**src/rtl/ahb_bus_arbiter.sv**
```systemverilog
// Round-robin AHB-Lite bus arbiter with hold timeout and burst-boundary handover.
// Optional locked-sequence support is enabled by defining AHB_ARB_HMASTLOCK_EN.
module ahb_bus_arbiter #(
  parameter int unsigned NM      = 4,
  parameter int unsigned NM_W    = 2,
  parameter int unsigned TIMEOUT = 16
) (
  input  logic            hclk,
  input  logic            hresetn,
  input  logic [NM-1:0]   hbusreq,
  input  logic [NM-1:0]   hlock,
  input  logic [1:0]      htrans,
  input  logic            hready,
  output logic [NM-1:0]   hgrant,
  output logic [NM_W-1:0] hmaster,
  output logic            hmastlock,
  output logic            arb_busy
);

  localparam int unsigned HC_W = $clog2(TIMEOUT + 1);
  localparam logic [1:0]  HTRANS_SEQ = 2'b11;

  typedef enum logic [1:0] {
    PARK   = 2'd0,
    OWN    = 2'd1,
    SWITCH = 2'd2
  } state_t;

  state_t          state_q, state_d;
  logic [NM_W-1:0] owner_q, owner_d;
  logic [HC_W-1:0] hold_q, hold_d;
  logic [HC_W:0]   hold_inc;
  logic [NM_W-1:0] rr_start;
  logic [NM_W-1:0] pick_rr;
  logic [NM_W-1:0] pick_park;
  logic            any_req;
  logic            others_req;
  logic            lock_hold;

  // First set request bit searching upward from start, wrapping; start itself is checked first.
  function automatic logic [NM_W-1:0] rr_pick(input logic [NM-1:0] req, input logic [NM_W-1:0] start);
    logic        found;
    int unsigned idx;
    rr_pick = '0;
    found   = 1'b0;
    for (int unsigned i = 0; i < NM; i++) begin
      idx = (int'(start) + i) % NM;
      if (!found && req[idx]) begin
        rr_pick = NM_W'(idx);
        found   = 1'b1;
      end
    end
  endfunction

  function automatic logic [NM-1:0] to_onehot(input logic [NM_W-1:0] idx);
    to_onehot      = '0;
    to_onehot[idx] = 1'b1;
  endfunction

  // The owner is placed last in the search by starting just after it.
  assign rr_start   = (owner_q == NM_W'(NM - 1)) ? '0 : owner_q + NM_W'(1);
  assign pick_rr    = rr_pick(hbusreq, rr_start);
  assign pick_park  = rr_pick(hbusreq, '0);
  assign any_req    = |hbusreq;
  assign others_req = |(hbusreq & ~hgrant);
  assign hold_inc   = {1'b0, hold_q} + (HC_W + 1)'(1);

`ifdef AHB_ARB_HMASTLOCK_EN
  assign lock_hold = hlock[owner_q] & hbusreq[owner_q];
`else
  logic unused_hlock;
  assign unused_hlock = ^hlock;
  assign lock_hold    = 1'b0;
`endif

  // Next-state, next-owner and hold counter.
  always_comb begin
    state_d = state_q;
    owner_d = owner_q;
    hold_d  = hold_q;
    case (state_q)
      PARK: begin
        owner_d = '0;
        hold_d  = '0;
        if (any_req) begin
          owner_d = pick_park;
          state_d = OWN;
        end
      end
      OWN: begin
        if (!any_req) begin
          owner_d = '0;
          hold_d  = '0;
          state_d = PARK;
        end else if (!hbusreq[owner_q]) begin
          owner_d = pick_rr;
          hold_d  = '0;
        end else if (lock_hold) begin
          hold_d = hold_q;
        end else if (!others_req) begin
          hold_d = '0;
        end else if (hold_inc >= (HC_W + 1)'(TIMEOUT)) begin
          hold_d  = HC_W'(TIMEOUT);
          state_d = SWITCH;
        end else begin
          hold_d = hold_inc[HC_W-1:0];
        end
      end
      SWITCH: begin
        if (!any_req) begin
          owner_d = '0;
          hold_d  = '0;
          state_d = PARK;
        end else if (!hbusreq[owner_q] || (htrans != HTRANS_SEQ)) begin
          owner_d = pick_rr;
          hold_d  = '0;
          state_d = OWN;
        end
      end
      default: begin
        owner_d = '0;
        hold_d  = '0;
        state_d = PARK;
      end
    endcase
  end

  // All arbitration state advances only on ready cycles.
  always_ff @(posedge hclk or negedge hresetn) begin
    if (!hresetn) begin
      state_q   <= PARK;
      owner_q   <= '0;
      hold_q    <= '0;
      hgrant    <= NM'(1);
      hmaster   <= '0;
      hmastlock <= 1'b0;
    end else if (hready) begin
      state_q <= state_d;
      owner_q <= owner_d;
      hold_q  <= hold_d;
      hgrant  <= to_onehot(owner_d);
      hmaster <= owner_q;
`ifdef AHB_ARB_HMASTLOCK_EN
      hmastlock <= hlock[owner_q];
`else
      hmastlock <= 1'b0;
`endif
    end
  end

  assign arb_busy = hresetn & (any_req | (state_q != PARK));

endmodule

```
**config.mk**
```make
export PLATFORM = sky130hd
export DESIGN_NAME = ahb_bus_arbiter
export DESIGN_NICKNAME = d
export VERILOG_FILES = /design/src/rtl/ahb_bus_arbiter.sv
export SDC_FILE = /design/constraint.sdc
export NUM_CORES = 1
export LEC_CHECK = 0
export ABC_AREA = 1
export CAP_MARGIN = 25
export CELL_PAD_IN_SITES_DETAIL_PLACEMENT = 1
export CELL_PAD_IN_SITES_GLOBAL_PLACEMENT = 1
export CORE_UTILIZATION = 36
export DETAILED_ROUTE_END_ITERATION = 6
export PLACE_DENSITY_LB_ADDON = 0.1
export SYNTH_ARGS = -nofsm -noshare
export SYNTH_HDL_FRONTEND = slang
export SYNTH_SLANG_ARGS = --single-unit
```
**constraint.sdc**
```tcl
create_clock -name hclk -period 2.25 [get_ports hclk]
set_input_delay 0.45 -clock hclk [delete_from_list [all_inputs] [get_ports hclk]]
set_output_delay 0.45 -clock hclk [all_outputs]
set_load 0.05 [all_outputs]
```
; Word-level counts from Yosys, hierarchy flattened
; Cells that the tools add are included.
[word_totals]
reg_bits = 15
input_bits = 13
[op_classes]
reduce_logical = 21
add_sub_neg = 5
order_cmp = 8
n_eq_ne = 9
bitwise = 4
mux = 47
[ops]
columns = operator, n
row1 = 2-bit 2-to-1 mux, 19
row2 = 5-bit 2-to-1 mux, 6
row3 = 2-bit by 3-bit less-than comparator with 1-bit output (second input constant), 6
row4 = 1-bit 2-to-1 mux, 13
row5 = 3-bit inequality test (second input constant), 4
row6 = 2-bit one-hot mux with 3 select lines, 2
row7 = 1-bit binary-select mux with 2-bit select, 5
row8 = 5-bit one-hot mux with 2 select lines, 1
row9 = 4-bit OR reduction, 2
row10 = 1-bit logical AND, 7
row11 = 1-bit logical NOT, 7
row12 = 5-bit by 1-bit adder with 6-bit output (second input constant), 1
row13 = 6-bit by 5-bit >= comparator with 1-bit output (second input constant), 1
row14 = 6-bit AND reduction, 1
row15 = 2-bit by 1-bit adder with 2-bit output (second input constant), 2
row16 = 2-bit adder (second input constant), 2
row17 = 4-bit AND, 1
row18 = 2-bit equality test (second input constant), 2
row19 = 2-bit inequality test (second input constant), 2
row20 = 4-bit inverter, 1
row21 = 1-bit demux with 2-bit select, 1
row22 = 2-bit by 1-bit equality test with 1-bit output (second input constant), 1
row23 = 2-bit by 1-bit >= comparator with 1-bit output (second input constant), 1
row24 = 2-bit logical NOT, 1
row25 = 5 further kinds, 5

; Logic depth before layout (Yosys ltp)
[logic_depth]
word_depth = 21
depth_mapped = 14

; Least setup slack after synthesis
; Ideal clock, no wire load.
[synth_path]
path_kind = register -> register
start = register owner_q[0]
end = register hgrant[2]
required_ns = 2.132
arrival_time_ns = 1.759
n_path_buf = 0
slack_ns = 0.373
synth_period_minus_slack_ns = 1.877
path_stages_with_launch = 14
path_cell_list = dfrtp_1 inv_2 ha_1 inv_1 nand3_1 nand2_1 nor2_2 nand3_1 nand2_1 nand3_1 nand2_2 inv_1 nand3_1 nand2_1
[synth_between]
elab_chain_len = 21
[synth_lines]
columns = element, line
row1 = "start, declared", 30  ; logic [NM_W-1:0] owner_q, owner_d;
row2 = "start signal, assigned", 139  ; owner_q <= owner_d;
row3 = branches (longest 16 deep; another with 2-bit by 1-bit adder with 2-bit output), -
row4 = 2-bit one-hot mux with 3 select lines (*), 81  ; case (state_q)
row5 = 2-bit by 3-bit less-than comparator with 1-bit output (implied by the code) / 2-bit by 1-bit >= comparator with 1-bit output (equally long branches), 57  ; to_onehot[idx] = 1'b1;
row6 = 1-bit logical AND (implied by the code), 57
row7 = 1-bit 2-to-1 mux (implied by the code), 57
row8 = 1-bit demux with 2-bit select (*), 57
row9 = "end signal, assigned", 141  ; hgrant <= to_onehot(owner_d);
row10 = "end, declared", 14  ; output logic [NM-1:0] hgrant,
; Mark *: on every way between the ends. The select of a mux whose other input is x is not followed.
; A chain may end at the register's enable or synchronous reset.

; Worst setup path in the final report
[layout_path]
start = input port hbusreq[1]
end = output port arb_busy
[layout_between]
elab_chain_len = 3
[layout_lines]
columns = element, line
row1 = "start, declared", 10  ; input logic [NM-1:0] hbusreq,
row2 = 4-bit OR reduction, 64  ; assign any_req = |hbusreq;
row3 = 1-bit OR, 151  ; assign arb_busy = hresetn & (any_req | (state_q != PARK));
row4 = 1-bit AND, 151
row5 = "end, declared", 17  ; output logic arb_busy
; No other way between the ends.

==> impl_metrics.tcl <==
set metrics [dict create \
    num_vias 1280 \
    num-nets-final 228 \
    clk_pin_slew_worst_paths_ns 0.10 \
    die_height_um 58.61 \
    gr-usage-all-layers_pct 22.67 \
    synth-main-ff-cell "sky130_fd_sc_hd__dfrtp_1" \
    globalRouteMet3Util_pct 4.835 \
    detail-route-antenna-nets 0 \
    layout.filler_cells 422 \
    total_power_mw 1.940 \
    syn_area_per_cell_sq_um 6.374 \
    wl_per_cell_um 13.08 \
    maximum_number_of_pins_on_one_net_before_global_route_repair 16 \
    ys_async_sr_fraction_pct 100.0 \
    route.detailed.vias_per_inst 5.039 \
    netlist-cell-type-count 25 \
    crit_path_start_kind "input port" \
    ios 21 \
    tritoncts_num_sinks 15 \
    num_cts_buffers 3 \
    fraction_of_layout_cells_with_a_size_suffix_above_1_pct 19.05 \
    grt_antenna_before_repair 0 \
    synth_commonest_cells "55 x sky130_fd_sc_hd__nand2_1, 26 x sky130_fd_sc_hd__inv_1, 19 x sky130_fd_sc_hd__nand3_1, 16 x sky130_fd_sc_hd__nor2_1, 14 x sky130_fd_sc_hd__dfrtp_1" \
    share_of_the_clock_period_used_by_the_worst_path_pct 94.84 \
    syn_inst 181 \
    grt_util_met2_pct 41.54 \
    tritoncts "built" \
    cp.arrival_ns 1.68 \
    synth_area_leaders "sky130_fd_sc_hd__dfrtp_1 30%, sky130_fd_sc_hd__nand2_1 18%, sky130_fd_sc_hd__inv_1 8.5%" \
    cts_buffer_depth 2 \
    setup_repair_after_global_routing_missed_its_margin "no" \
    grt_pass1_vias 1309 \
    design.die.area_sq_um 3435 \
    grt-ovfl-total 0 \
    transition_at_the_pin_with_the_smallest_max_transition_slack_ns 0.5007 \
    max_cap_viol_count 0 \
    grtUsageMet1_pct 26.55 \
    placement.cell_area_sq_um 1431 \
    fp.coreArea_sq_um 3053 \
    detailedPlace.worstSlack_ns -0.03755 \
    ir_drop_mv 0.4334 \
    synth.top_cell.area_share_pct 30.37 \
    slew_headroom_pct 66.52 \
    timing.critical_path.to_type "output port" \
    sequential_cell_area_sq_um 376.6 \
    data_required_time_of_the_critical_path_ns 1.80 \
    post_synth_instance_area_sq_um 1154 \
    layout.cell_area.non_filler_sq_um 1499 \
    clock-skew-final_ns 0.01176 \
    final_cells 254 \
    final-setup-viol-count 0 \
    hold_path.class "register to register" \
    worst_slack_ns 0.1161 \
    critical_path.max_fanout 4 \
    seq_total_area_yosys_pct 32.65 \
    synth_most_common_cell "sky130_fd_sc_hd__nand2_1" \
    dr.pass1.iters 4 \
    run_status "complete, no violations" \
    syn_nets 198 \
    synth.ff_latch_count 15 \
    yosys.area.top_type "sky130_fd_sc_hd__dfrtp_1" \
    detailedPlacementHpwl_mm 2.830 \
    initial_standard_cell_utilization_of_the_core_pct 37.79 \
    worst_skew_pair.late_latency_ns 0.29 \
    static-leakage-power_nw 0.7724 \
    final.min_clock_period_ns 2.134 \
    report.final.slew_viol_count 0 \
    fp.dieW_um 58.61 \
    root_buffer "sky130_fd_sc_hd__clkbuf_4" \
    grt_busiest_layer "met2" \
    number_of_warnings_printed_during_yosys_synthesis 0 \
    finalWirelength_mm 3.322 \
    grt_first_pass_wirelength_mm 5.906 \
    area_growth_pct 29.94 \
    ctsHtreeMaxLevel 1 \
    multiInputGateArea_sq_um 684.4 \
    max_freq_ghz 0.4686 \
    globalplace.congestion 0.8955 \
    synth_enable_flop_cells 0 \
    drc 0 \
    final_util_pct 49.10 \
    io_buffer_count 15 \
    first_iter_violations 33 \
    final_hold_viol_count 0 \
    power_density_cells_nw_per_um2 1294 \
    numPlacedInstances 248 \
    whs_ns 0.5022 \
    critical_path_class "input port to output port" \
    final_tns_setup_ns 0 \
    core.rowCount 20 \
    antenna-diode-count 0 \
]
path summary, 6_finish.rpt:
check | start | endpoint | slack (ns) | depth (start not counted)
max in group asynchronous | hresetn | hgrant[0] | 1.43 | 2
max | hbusreq[1] | arb_busy | 0.12 | 6
max reg2reg | owner_q[0] | owner_q[0] | 0.29 | 12
min | hmaster[1] | hmaster[1] | 0.50 | 2
min in group asynchronous | hresetn | owner_q[1] | 0.57 | 2
min reg2reg | hmaster[1] | hmaster[1] | 0.50 | 2
layer usage:
layer	up-vias	wire length [um]
li1	634	-
met1	613	1389
met2	26	1723
met3	7	147
met4	0	62
met5	-	0
worst max-delay path: stages:
cell and delay (ns):
sky130_fd_sc_hd__clkdlybuf4s50_1 0.49, sky130_fd_sc_hd__nor2_2 0.19, sky130_fd_sc_hd__inv_1 0.08, sky130_fd_sc_hd__o31ai_2 0.21
sky130_fd_sc_hd__inv_1 0.11, sky130_fd_sc_hd__buf_12 0.16
flip-flops by register name, summed over array words and instances, names as in the netlist:
register  count
hgrant        4
hmaster       2
hold_q        5
owner_q       2
state_q       2
where the power goes:
part | switching, mW | internal [mW]
sequential | 0.0770 | 0.372
combinational | 0.859 | 0.478
clock | 0.0883 | 0.0660
kinds of logic after synthesis:
kind of cell	Yosys count	synth area share, %
buffers and inverters	30	10.19
AOI/OAI and AO/OA	23	11.28
and+or+nand+nor	108	41.22
adders and majority gates	4	4.339
DFF	15	32.65
other	1	0.3251
area by class of cell:
type	count	area share, %
Multi-Input combinational cell	136	45.66
Sequential cell	15	25.13
Timing Repair Buffer	27	16.69
Inverter	28	7.012
Tap cell	44	3.673
Clock buffer	3	1.503
Clock inverter	1	0.3339
cell usage in the layout (no fill, tap or decap), drive strengths merged:
master,count
o21ai,13
ha,4
o22ai,1
nand2,66
o211ai,1
nand4,2
dfrtp,14
conb,1
o31ai,1
nand3,20
clkdlybuf4s50,14
o21a,1
nor3,2
nor2,18
clkbuf,3
inv,28
clkinv,1
buf,13
a21boi,1
a21oi,5
dfstp,1
what timing repair did:
action	CTS	global route
setup endpoints to repair	1	7
setup buffers	0	2
hold endpoints to repair	0	0
gates resized for setup	1	4
hold buffers	0	0
(Power assumes the default switching activity.)
